===== src/rtl/instr_decode_ctrl_pkg.sv =====
// Shared constants for the instruction decode controller: opcodes, ALU
// operation encodings, FSM state encodings and instruction field positions.
package instr_decode_ctrl_pkg;

  localparam logic [7:0] OP_LOADI = 8'h00;
  localparam logic [7:0] OP_MOV   = 8'h01;
  localparam logic [7:0] OP_ADD   = 8'h02;
  localparam logic [7:0] OP_SUB   = 8'h03;
  localparam logic [7:0] OP_AND   = 8'h04;
  localparam logic [7:0] OP_OR    = 8'h05;

  localparam logic [2:0] ALU_FWD = 3'b000;
  localparam logic [2:0] ALU_ADD = 3'b001;
  localparam logic [2:0] ALU_AND = 3'b010;
  localparam logic [2:0] ALU_OR  = 3'b011;

  localparam logic [1:0] S_IDLE   = 2'd0;
  localparam logic [1:0] S_DECODE = 2'd1;
  localparam logic [1:0] S_EXEC   = 2'd2;
  localparam logic [1:0] S_WB     = 2'd3;

  localparam int OPC_LSB  = 24;
  localparam int DEST_LSB = 16;
  localparam int SRC1_LSB = 8;
  localparam int SRC2_LSB = 0;
  localparam int IMM_LSB  = 0;

endpackage


===== src/rtl/instr_decode_ctrl_decoder.sv =====
// Combinational opcode decoder: opcode -> ALU operation, operand-2 mux
// selects and a legal flag. Unknown opcodes decode to all-zero controls.
module instr_decoder
  import instr_decode_ctrl_pkg::*;
(
  input  logic [7:0] i_opcode,
  output logic [2:0] o_aluop,
  output logic       o_imm_sel,
  output logic       o_neg_sel,
  output logic       o_legal
);

  // opcode lookup; sub reuses the adder with a negated second operand
  always_comb begin
    o_aluop   = ALU_FWD;
    o_imm_sel = 1'b0;
    o_neg_sel = 1'b0;
    o_legal   = 1'b1;
    case (i_opcode)
      OP_LOADI: o_imm_sel = 1'b1;
      OP_MOV:   o_aluop   = ALU_FWD;
      OP_ADD:   o_aluop   = ALU_ADD;
      OP_SUB: begin
        o_aluop   = ALU_ADD;
        o_neg_sel = 1'b1;
      end
      OP_AND:   o_aluop   = ALU_AND;
      OP_OR:    o_aluop   = ALU_OR;
      default:  o_legal   = 1'b0;
    endcase
  end

endmodule


===== src/rtl/instr_decode_ctrl.sv =====
// Instruction decode controller: accepts one instruction per handshake,
// drives register-file addresses and datapath mux controls, and sequences
// read / execute / write-back.
//
// state    | meaning
// S_IDLE   | ready for a new instruction, outputs hold last values
// S_DECODE | fields latched, controls valid; illegal opcodes abort here
// S_EXEC   | reg file read settles, ALU computes
// S_WB     | write strobe high, reg file writes on the closing edge
module instr_decode_ctrl
  import instr_decode_ctrl_pkg::*;
#(
  parameter int DATA_W = 8,
  parameter int ADDR_W = 3,
  parameter int CNT_W  = 16
) (
  input  logic              CLK,
  input  logic              RESET,
  input  logic [31:0]       INSTRUCTION,
  input  logic              INSTR_VALID,
  output logic              INSTR_READY,
  output logic [ADDR_W-1:0] READREG1,
  output logic [ADDR_W-1:0] READREG2,
  output logic [ADDR_W-1:0] WRITEREG,
  output logic              WRITEENABLE,
  output logic [2:0]        ALUOP,
  output logic [DATA_W-1:0] IMMEDIATE,
  output logic              IMM_SEL,
  output logic              NEG_SEL,
  output logic              BUSY,
  output logic              ILLEGAL,
  output logic [CNT_W-1:0]  RETIRED
);

  logic [1:0]        r_state;
  logic [ADDR_W-1:0] r_dest;
  logic [ADDR_W-1:0] r_src1;
  logic [ADDR_W-1:0] r_src2;
  logic [DATA_W-1:0] r_imm;
  logic [2:0]        r_aluop;
  logic              r_imm_sel;
  logic              r_neg_sel;
  logic              r_legal;
  logic              r_illegal;
  logic [CNT_W-1:0]  r_retired;

  logic [2:0]        w_aluop;
  logic              w_imm_sel;
  logic              w_neg_sel;
  logic              w_legal;
  logic              w_accept;
  logic              w_unused;

  // decode straight off the input so the controls are registered with the fields
  instr_decoder u_decoder (
    .i_opcode  (INSTRUCTION[OPC_LSB +: 8]),
    .o_aluop   (w_aluop),
    .o_imm_sel (w_imm_sel),
    .o_neg_sel (w_neg_sel),
    .o_legal   (w_legal)
  );

  assign w_accept = INSTR_VALID && (r_state == S_IDLE);
  assign w_unused = ^{INSTRUCTION[23:19], INSTRUCTION[15:11]};

  // sequencing FSM; illegal opcodes return to idle without exec/write-back
  always_ff @(posedge CLK or negedge RESET) begin
    if (!RESET) begin
      r_state   <= S_IDLE;
      r_illegal <= 1'b0;
    end else begin
      case (r_state)
        S_IDLE:   if (w_accept) r_state <= S_DECODE;
        S_DECODE: begin
          if (r_legal) begin
            r_state <= S_EXEC;
          end else begin
            r_illegal <= 1'b1;
            r_state   <= S_IDLE;
          end
        end
        S_EXEC:   r_state <= S_WB;
        S_WB:     r_state <= S_IDLE;
        default:  r_state <= S_IDLE;
      endcase
    end
  end

  // instruction field and decoded-control latch, loaded only on accept
  always_ff @(posedge CLK or negedge RESET) begin
    if (!RESET) begin
      r_dest    <= '0;
      r_src1    <= '0;
      r_src2    <= '0;
      r_imm     <= '0;
      r_aluop   <= ALU_FWD;
      r_imm_sel <= 1'b0;
      r_neg_sel <= 1'b0;
      r_legal   <= 1'b0;
    end else if (w_accept) begin
      r_dest    <= INSTRUCTION[DEST_LSB +: ADDR_W];
      r_src1    <= INSTRUCTION[SRC1_LSB +: ADDR_W];
      r_src2    <= INSTRUCTION[SRC2_LSB +: ADDR_W];
      r_imm     <= INSTRUCTION[IMM_LSB +: DATA_W];
      r_aluop   <= w_aluop;
      r_imm_sel <= w_imm_sel;
      r_neg_sel <= w_neg_sel;
      r_legal   <= w_legal;
    end
  end

  // retired counter, bumped on the edge that performs the write; wraps silently
  always_ff @(posedge CLK or negedge RESET) begin
    if (!RESET) begin
      r_retired <= '0;
    end else if (r_state == S_WB) begin
      r_retired <= r_retired + CNT_W'(1);
    end
  end

  // write strobe is decoded from state so reset drops it immediately
  assign WRITEENABLE = (r_state == S_WB);
  assign INSTR_READY = (r_state == S_IDLE) && RESET;
  assign BUSY        = (r_state != S_IDLE);
  assign READREG1    = r_src1;
  assign READREG2    = r_src2;
  assign WRITEREG    = r_dest;
  assign ALUOP       = r_aluop;
  assign IMMEDIATE   = r_imm;
  assign IMM_SEL     = r_imm_sel;
  assign NEG_SEL     = r_neg_sel;
  assign ILLEGAL     = r_illegal;
  assign RETIRED     = r_retired;

endmodule


===== config.mk =====
export PLATFORM = sky130hd
export DESIGN_NAME = instr_decode_ctrl
export DESIGN_NICKNAME = d
export VERILOG_FILES = /design/src/rtl/instr_decode_ctrl_pkg.sv /design/src/rtl/instr_decode_ctrl_decoder.sv /design/src/rtl/instr_decode_ctrl.sv
export SDC_FILE = /design/constraint.sdc
export NUM_CORES = 1
export LEC_CHECK = 0
export ABC_AREA = 0
export CAP_MARGIN = 20
export CORE_MARGIN = 3
export CORE_UTILIZATION = 40
export CTS_CLUSTER_SIZE = 20
export DETAILED_ROUTE_END_ITERATION = 10
export PLACE_DENSITY = 0.84
export SYNTH_ARGS = -nofsm -noshare
export SYNTH_HDL_FRONTEND = slang
export SYNTH_SLANG_ARGS = --single-unit

===== constraint.sdc =====
create_clock -name CLK -period 3.1 [get_ports CLK]
set_input_delay 0.62 -clock CLK [delete_from_list [all_inputs] [get_ports CLK]]
set_output_delay 0.62 -clock CLK [all_outputs]
set_load 0.005 [all_outputs]

Word-level counts from Yosys, hierarchy flattened
Cells that the tools add are included.
{"block": "word_totals", "mem_bits_rw": 0, "mem_bits_ro": 0, "input_bits": 35, "regBits": 42, "memories": 0, "latchBits": 0, "out_inout_bits": 42}
{"block": "op_classes", "n_addsub": 1, "eq_ne": 9, "n_reduce_logical": 8, "n_lt_le_gt_ge": 0, "n_mux": 7, "n_bitwise": 1, "shift": 0, "div_mod_pow": 0, "mul": 0}
{"op": "$add A16 B1 Y16 const B", "n": 1}
{"op": "$eq A8 B2 Y1 const B", "n": 2}
{"op": "$eq A8 B3 Y1 const B", "n": 2}
{"op": "$eq A8 B1 Y1 const B", "n": 1}
{"op": "$logic_not A8 Y1", "n": 1}
{"op": "$pmux W2 S4", "n": 1}
{"op": "$pmux W2 S3", "n": 1}
{"op": "$reduce_or A6 Y1", "n": 1}
{"op": "$eq A2 B2 Y1 const B", "n": 2}
{"op": "$mux W2", "n": 2}
{"op": "$mux W1", "n": 3}
{"op": "$eq A2 B1 Y1 const B", "n": 1}
{"op": "$logic_and A1 B1 Y1", "n": 2}
{"op": "$logic_not A2 Y1", "n": 1}
{"op": "$ne A2 B2 Y1 const B", "n": 1}
{"op": "$reduce_and A2 Y1", "n": 1}
{"op": "$reduce_bool A2 Y1", "n": 1}
{"op": "$reduce_or A2 Y1", "n": 1}
{"op": "$not A1 Y1", "n": 1}

Longest topological paths before layout
Gate-level depths: netlist of the first run.
{"block": "logic_depth", "word_depth": 4, "depth_mapped": 5, "ltp_nobuf": 5}

Cells and area by module
From an unflattened synthesis of the first run, not the netlist that was laid out.
{"block": "hier_totals", "hier_cells": 130, "area_unflattened_um2": 1716.6}
{"mod": "instr_decode_ctrl", "area_each_um2": 1617.8, "cells_per_inst": 118, "seq_area_each_um2": 975.9, "instances": 1}
{"mod": "instr_decoder", "area_each_um2": 98.8, "cells_per_inst": 12, "seq_area_each_um2": 0.0, "instances": 1}

Worst setup path after synthesis of the first run
OpenSTA, ideal clock, no wires.
{"block": "synth_path", "path_type": "input-to-reg", "startpoint": "input port INSTRUCTION[27]", "endpoint": "register r_imm_sel, in the netlist IMM_SEL", "arrival_time_ns": 1.361, "path_slack_ns": 1.635, "stages": 4, "path_cell_list": "nor3_1 -> nand2_1 -> or2_2 -> o41ai_2"}
{"block": "synth_between", "elab_chain_cells": 2}
{"item": "from (decl)", "line_no": "instr_decode_ctrl.sv:19", "text": "input logic [31:0] INSTRUCTION,"}
{"item": "$logic_not A8 Y1", "line_no": "instr_decode_ctrl_decoder.sv:19", "text": "case (i_opcode)"}
{"item": "$mux W1", "line_no": "instr_decode_ctrl_decoder.sv:19"}
{"item": "to (signal assigned)", "line_no": "instr_decode_ctrl.sv:106", "text": "r_imm_sel <= w_imm_sel;"}
{"item": "to (decl)", "line_no": "instr_decode_ctrl.sv:41", "text": "logic r_imm_sel;"}
Every way passes these cells.
A chain may end at the register's enable or synchronous reset.

==> flow_metrics.py, run 1 <==
metrics = {
    "placed_design": {
        "routabilityCongestion": 0.737,
        "placed_cells": 237,
        "portBuffers": 65,
        "dp_hpwl_mm": 2.54,
    },
    "global_route": {
        "grt_pass1_vias": 1273,
        "grt_remaining_overflow": 0,
        "grtUsageTotal_pct": 15.1,
        "antenna_found_initial": 0,
        "grt_pass1_wl_mm": 5.89,
        "grt_max_degree": 39,
    },
    "sta": {
        "hold_viol": 0,
        "period_share_pct": 72.0,
        "slew_headroom_pct": 39.9,
        "rsz0062_at_grt": "no",
        "setup_viol": 0,
        "skew_ps": 2.37,
        "maxSlewViolCount": 0,
        "max_freq_mhz": 448,
        "tns_ps": 0,
        "tightest_slew_ps": 899,
        "period_needed_ps": 2230,
    },
    "setup_path": {
        "critPathRequiredTime_ps": 2480,
        "path_class": "flop to output port",
        "startpoint_type": "flop",
        "r2r-end": "READREG2[0]$_DFFE_PN0P_",
        "cp-end-kind": "output port",
        "cp_max_fo": 6,
        "cp.arrival_ps": 1610,
        "reg2reg_depth": 3,
        "r2r_setup_slack_ps": 1190,
    },
    "detailed_routing": {
        "vias": 1212,
        "drc": 0,
        "ant_nets": 0,
        "drt-wirelength-per-cell_um": 13.9,
        "vias_per_cell": 4.95,
        "drtIter0Drc": 25,
        "finalWirelength_mm": 3.41,
        "drtPass1Iterations": 4,
    },
    "pwr": {
        "power_leakage_nw": 1.08,
        "peakVddDrop_uv": 308,
        "p_int_mw": 1.00,
        "p_comb_share_pct": 16.5,
        "p_per_area_nw_per_um2": 523,
        "p_total_mw": 1.28,
        "p_sw_mw": 0.276,
        "pwr-share-clk_pct": 38.9,
        "p_sw_share_pct": 21.5,
        "seq_power_share_pct": 44.6,
    },
    "synthesis": {
        "ys.flop_type": "dfrtp_1",
        "ys_types": 30,
        "synth-simple-area-share_pct": 14.5,
        "syn_avg_cell_area_um2": 12.7,
        "syn_area_um2": 1640,
        "synth_nets": 165,
        "synth_top_family_by_area": "simple AND/OR/NAND/NOR gates",
        "synthCells": 129,
        "yosys_warnings": 0,
        "synth_fa_ha_area_share_pct": 0.765,
        "ys_seq_area_share_pct": 58.1,
        "synthArstFlopShare_pct": 100,
        "synth.ff_latch_count": 38,
        "synth_compound_area_share_pct": 3.67,
        "muxShareOfSynthArea_pct": 11.6,
        "synthXorXnorAreaFrac_pct": 8.03,
        "synth_edf_count": 0,
    },
    "clock_network": {
        "post_cts_buffers": 0,
        "cts_resized": 0,
        "clock_path_buffers": 2,
        "h-tree-depth": 2,
        "cts_buffers": 5,
        "ctsHoldBuffers": 0,
        "cts_tree": "done",
        "path_clk_slew_ps": 70,
        "clk_latency_ps": 280,
        "clockRootBuffer": "clkbuf_8",
        "cts_sinks": 38,
    },
    "finish": {
        "final_cells": 245,
        "areaGrowthSynthToFinish_pct": 49.4,
        "antenna_cells": 0,
        "drive_gt1_share_pct": 11.7,
        "fin_nets": 232,
    },
    "die": {
        "die_y_um": 69.9,
        "die_w_um": 69.9,
        "die_area_um2": 4890,
        "initial_core_util_pct": 43.1,
        "rows": 22,
        "io_pins": 77,
        "core_area_um2": 3800,
    },
    "flow_run": {
        "cap_violations": 0,
    },
    "min_path": {
        "hold_class": "input port to asynchronous set/reset pin",
    },
    "run_status": {
        "status": "complete, no violations",
    },
}
[placed cells by master (no fill, tap or decap), types with 2 or more instances in the layout]
cell type	n
xor2_1	6
or2_2	2
nor2_1	5
nor3_1	2
mux2_1	11
bufinv_16	2
and4_1	2
clkdlybuf4s50_1	64
xnor2_1	9
nand3_1	7
dfrtp_1	38
and3_1	2
nand2_1	16
mux2_2	5
clkbuf_8	5
o41ai_2	2
inv_1	2
[through the flow]
stage               util (%)  cell area (um^2)  hold slack, ps  worst slack (ps)
floorplan                  -              1640             324              1640
global placement        60.7              2310             458               821
detailed placement      60.7              2310             455               704
CTS                     64.3              2440             441               837
global route            64.3              2440             466               792
finish                  64.3              2440             429               869
[sequential cells by signal, indices dropped and copies added, names as in the netlist, named ones only]
name	count
IMM_SEL	1
READREG2	2
RETIRED	16
r_state	1
NEG_SEL	1
ILLEGAL	1
IMMEDIATE	6
ALUOP	2
WRITEREG	3
READREG1	3
r_legal	1
[worst max-delay path by stage]
stage,startpoint,endpoint,cells past startpoint
after floorplan,INSTRUCTION[27],IMM_SEL$_DFFE_PN0P_,4
final,flop,INSTR_READY,3
after global routing,flop,INSTR_READY,3
after detailed placement,INSTR_VALID,READREG2[0]$_DFFE_PN0P_,3
after global placement,INSTR_VALID,READREG2[0]$_DFFE_PN0P_,3
after CTS,flop,INSTR_READY,3
[power by group through the flow]
stage	Sequential (mW)	Clock, mW	Combinational (mW)
global route	0.579	0.527	0.228
detailed placement	0.581	0	0.215
floorplan	0.581	0	0.0670
finish	0.571	0.497	0.211
CTS	0.571	0.509	0.216
global placement	0.576	0	0.209
[final cells by class]
class,instances,area (um^2)
fillers,292,1360
flip-flops and latches,38,951
repair buffers,66,653
multi-input cells,83,634
clock buffers,5,68.8
clock inverters,3,68.8
well taps,48,60.1
inverters,2,7.51
[cell families (layout without fill, tap and decap cells)]
kind of cell | Yosys count | in the layout
flip-flops | 38 | 38
XOR/XNOR | 15 | 15
other | 1 | 1
adder cells (fa/ha/maj) | 1 | 1
multiplexers | 17 | 17
AO/OA/AOI/OAI | 6 | 6
AND/OR/NAND/NOR | 43 | 43
buffers and inverters | 8 | 76
[layer usage]
metal  share of wire [%]  global-route usage [%]  up-vias  wire length, um
li1                    -                       -      572                -
met1                  40                    17.0      588             1360
met2                  51                    26.2       48             1750
met3                 7.4                    4.89        4              251
met4                 1.5                    6.38        0               52
met5                   0                       0        -                0
[cell usage after synthesis (2+ instances only)]
master	n	area (um^2)
inv_1	2	7.51
buf_4	5	37.5
nor2_1	5	18.8
mux2_2	5	56.3
o41ai_2	2	32.5
dfrtp_1	38	951
xnor2_1	9	78.8
and3_1	2	12.5
or2_2	2	12.5
nand3_1	7	35.0
xor2_1	6	52.6
mux2_1	11	124
nand2_1	16	60.1
and4_1	2	17.5
nor3_1	2	10.0
[worst max-delay path, cell delays in order (launching register included)]
cell	delay, ps
dfrtp_1	480
nor2_2	200
and2_1	150
clkdlybuf4s50_1	500
Note: power is estimated with default switching activity, not from simulation.
==> run 2: changes to the inputs <==
clock period = 2.29 ns   (was 3.1 ns; I/O delays follow)
==> run 2 against run 1 <==
Compared with the run above: combinational power grew 36%; global-route usage shrank 0.48 points; die area is the same; worst setup slack lost 660 ps; routed wire length shrank 1.8%; register-to-register slack lost 350 ps; count of clock-buffer cells in the layout grew 2; critical endpoint unchanged; largest power group unchanged.
==> flow_metrics.py, run 2 (synthesis gave the netlist of run 1 again) <==
metrics = {
    "setup_path": {
        "r2r_setup_slack_ps": 840,
        "cp_max_fo": 6,
        "critPathRequiredTime_ps": 1830,
        "crit_end": "INSTR_READY",
        "reg2reg_depth": 4,
        "r2r-end": "IMMEDIATE[2]$_DFFE_PN0P_",
        "startpoint_type": "flop",
        "cp.arrival_ps": 1620,
        "cp-end-kind": "output port",
        "path_class": "flop to output port",
    },
    "finish": {
        "fin_nets": 233,
        "largest_register_ffs": 16,
        "final_common_cell": "clkdlybuf4s50_1",
        "drive_gt1_share_pct": 11.6,
        "final_util_pct": 63.3,
        "multi_input_area_um2": 634,
        "antenna_cells": 0,
        "seq_area_um2": 951,
        "final_cells": 246,
        "nFillCells": 287,
        "final_cell_mix": "64 x clkdlybuf4s50_1, 38 x dfrtp_1, 16 x nand2_1",
        "areaGrowthSynthToFinish_pct": 47.1,
    },
    "global_route": {
        "grt_max_degree": 39,
        "grtUsageTotal_pct": 14.6,
        "grt_remaining_overflow": 0,
        "grt_pass1_wl_mm": 5.59,
        "grt_pass1_vias": 1230,
        "antenna_found_initial": 0,
    },
    "placed_design": {
        "placed_cells": 238,
        "routabilityCongestion": 0.740,
        "portBuffers": 65,
        "dp_hpwl_mm": 2.55,
    },
    "sta": {
        "max_freq_mhz": 481,
        "period_needed_ps": 2080,
        "tns_ps": 0,
        "setup_viol": 0,
        "worst_hold_slack_ps": 263,
        "maxSlewViolCount": 0,
        "rsz0062_at_grt": "no",
        "hold_viol": 0,
        "period_share_pct": 90.8,
        "skew_ps": 6.89,
    },
    "pwr": {
        "pwr-share-clk_pct": 30.3,
        "p_int_mw": 1.17,
        "seq_power_share_pct": 50.9,
        "p_per_area_nw_per_um2": 630,
        "peakVddDrop_uv": 279,
        "p_sw_mw": 0.350,
        "power_leakage_nw": 1.07,
        "p_comb_share_pct": 18.9,
        "p_sw_share_pct": 23.1,
        "p_total_mw": 1.52,
    },
    "clock_network": {
        "clk_latency_ps": 290,
        "h-tree-depth": 2,
        "cts_buffers": 5,
        "path_clk_slew_ps": 70,
        "cts_resized": 0,
        "clock_path_buffers": 2,
        "post_cts_buffers": 0,
        "clockRootBuffer": "clkbuf_8",
        "ctsHoldBuffers": 0,
        "cts_sinks": 38,
        "cts_tree": "done",
    },
    "die": {
        "die_w_um": 69.9,
        "core_area_um2": 3800,
        "initial_core_util_pct": 43.1,
        "rows": 22,
        "die_area_um2": 4890,
        "die_y_um": 69.9,
        "io_pins": 77,
    },
    "flow_run": {
        "cap_violations": 0,
    },
    "detailed_routing": {
        "ant_nets": 0,
        "drc": 0,
        "drt-wirelength-per-cell_um": 13.6,
        "drtIter0Drc": 33,
        "finalWirelength_mm": 3.35,
        "vias_per_cell": 4.79,
        "drtPass1Iterations": 6,
        "vias": 1178,
    },
    "min_path": {
        "hold_class": "input port to asynchronous set/reset pin",
    },
    "run_status": {
        "status": "complete, no violations",
    },
}
run 2: cell count changes in the layout (fill, tap and decap cells not counted):
cell and delta:
bufinv_16 -2, buf_4 +1, clkbuf_1 +1, clkbuf_8 +1, clkinv_2 +1, clkinv_4 -1
run 2: worst max-delay path, cell delays in order (launching register included):
cell and delay, ps:
dfrtp_1 480, nor2_2 210, and2_1 160, clkdlybuf4s50_1 500
run 2: power by group through the flow:
stage,Combinational [mW],Clock (mW),Sequential (mW)
CTS,0.292,0.476,0.772
detailed placement,0.291,0,0.785
global route,0.311,0.500,0.781
floorplan,0.0906,0,0.786
global placement,0.284,0,0.780
finish,0.286,0.459,0.771
run 2: how the worst min path moves through the flow:
| stage | to | depth (start not counted) |
|---|---|---|
| final | RETIRED[3]$_DFFE_PN0P_ | 2 |
| after global routing | r_state[0]$_DFFE_PN0P_ | 2 |
| after CTS | r_state[0]$_DFFE_PN0P_ | 2 |
| after detailed placement | ILLEGAL$_DFFE_PN0P_ | 1 |
| after global placement | ILLEGAL$_DFFE_PN0P_ | 1 |
| after floorplan | ALUOP[0]$_DFFE_PN0P_ | 0 |
run 2: final cells by class:
cell class                 count  share of cell area [%]
clock buffer                   7                    3.59
inverter                       2                   0.312
timing repair buffer          67                    27.5
clock inverter                 1                   0.208
multi-input combinational     83                    26.4
tap                           48                    2.50
sequential                    38                    39.5
run 2: metrics by stage:
stage | setup slack (ps) | instance area [um^2]
2_1_floorplan | 934 | 1640
3_3_place_gp | 535 | 2310
5_1_grt | 115 | 2400
3_5_place_dp | 480 | 2310
4_1_cts | 178 | 2400
6_report | 210 | 2400
run 2: metal layers:
metal / vias up / wire length (um) / GRT usage (%)
li1: 569 / - / -
met1: 555 / 1360 / 16.3
met2: 52 / 1690 / 24.6
met3: 2 / 268 / 5.32
met4: 0 / 29 / 7.23
met5: - / 0 / 0
==> run 3: changes to the inputs <==
GPL_ROUTABILITY_DRIVEN = 0   (was default)
==> results of run 3 <==
Same layout as run 2: the final DEF is identical, and so are final timing and power.
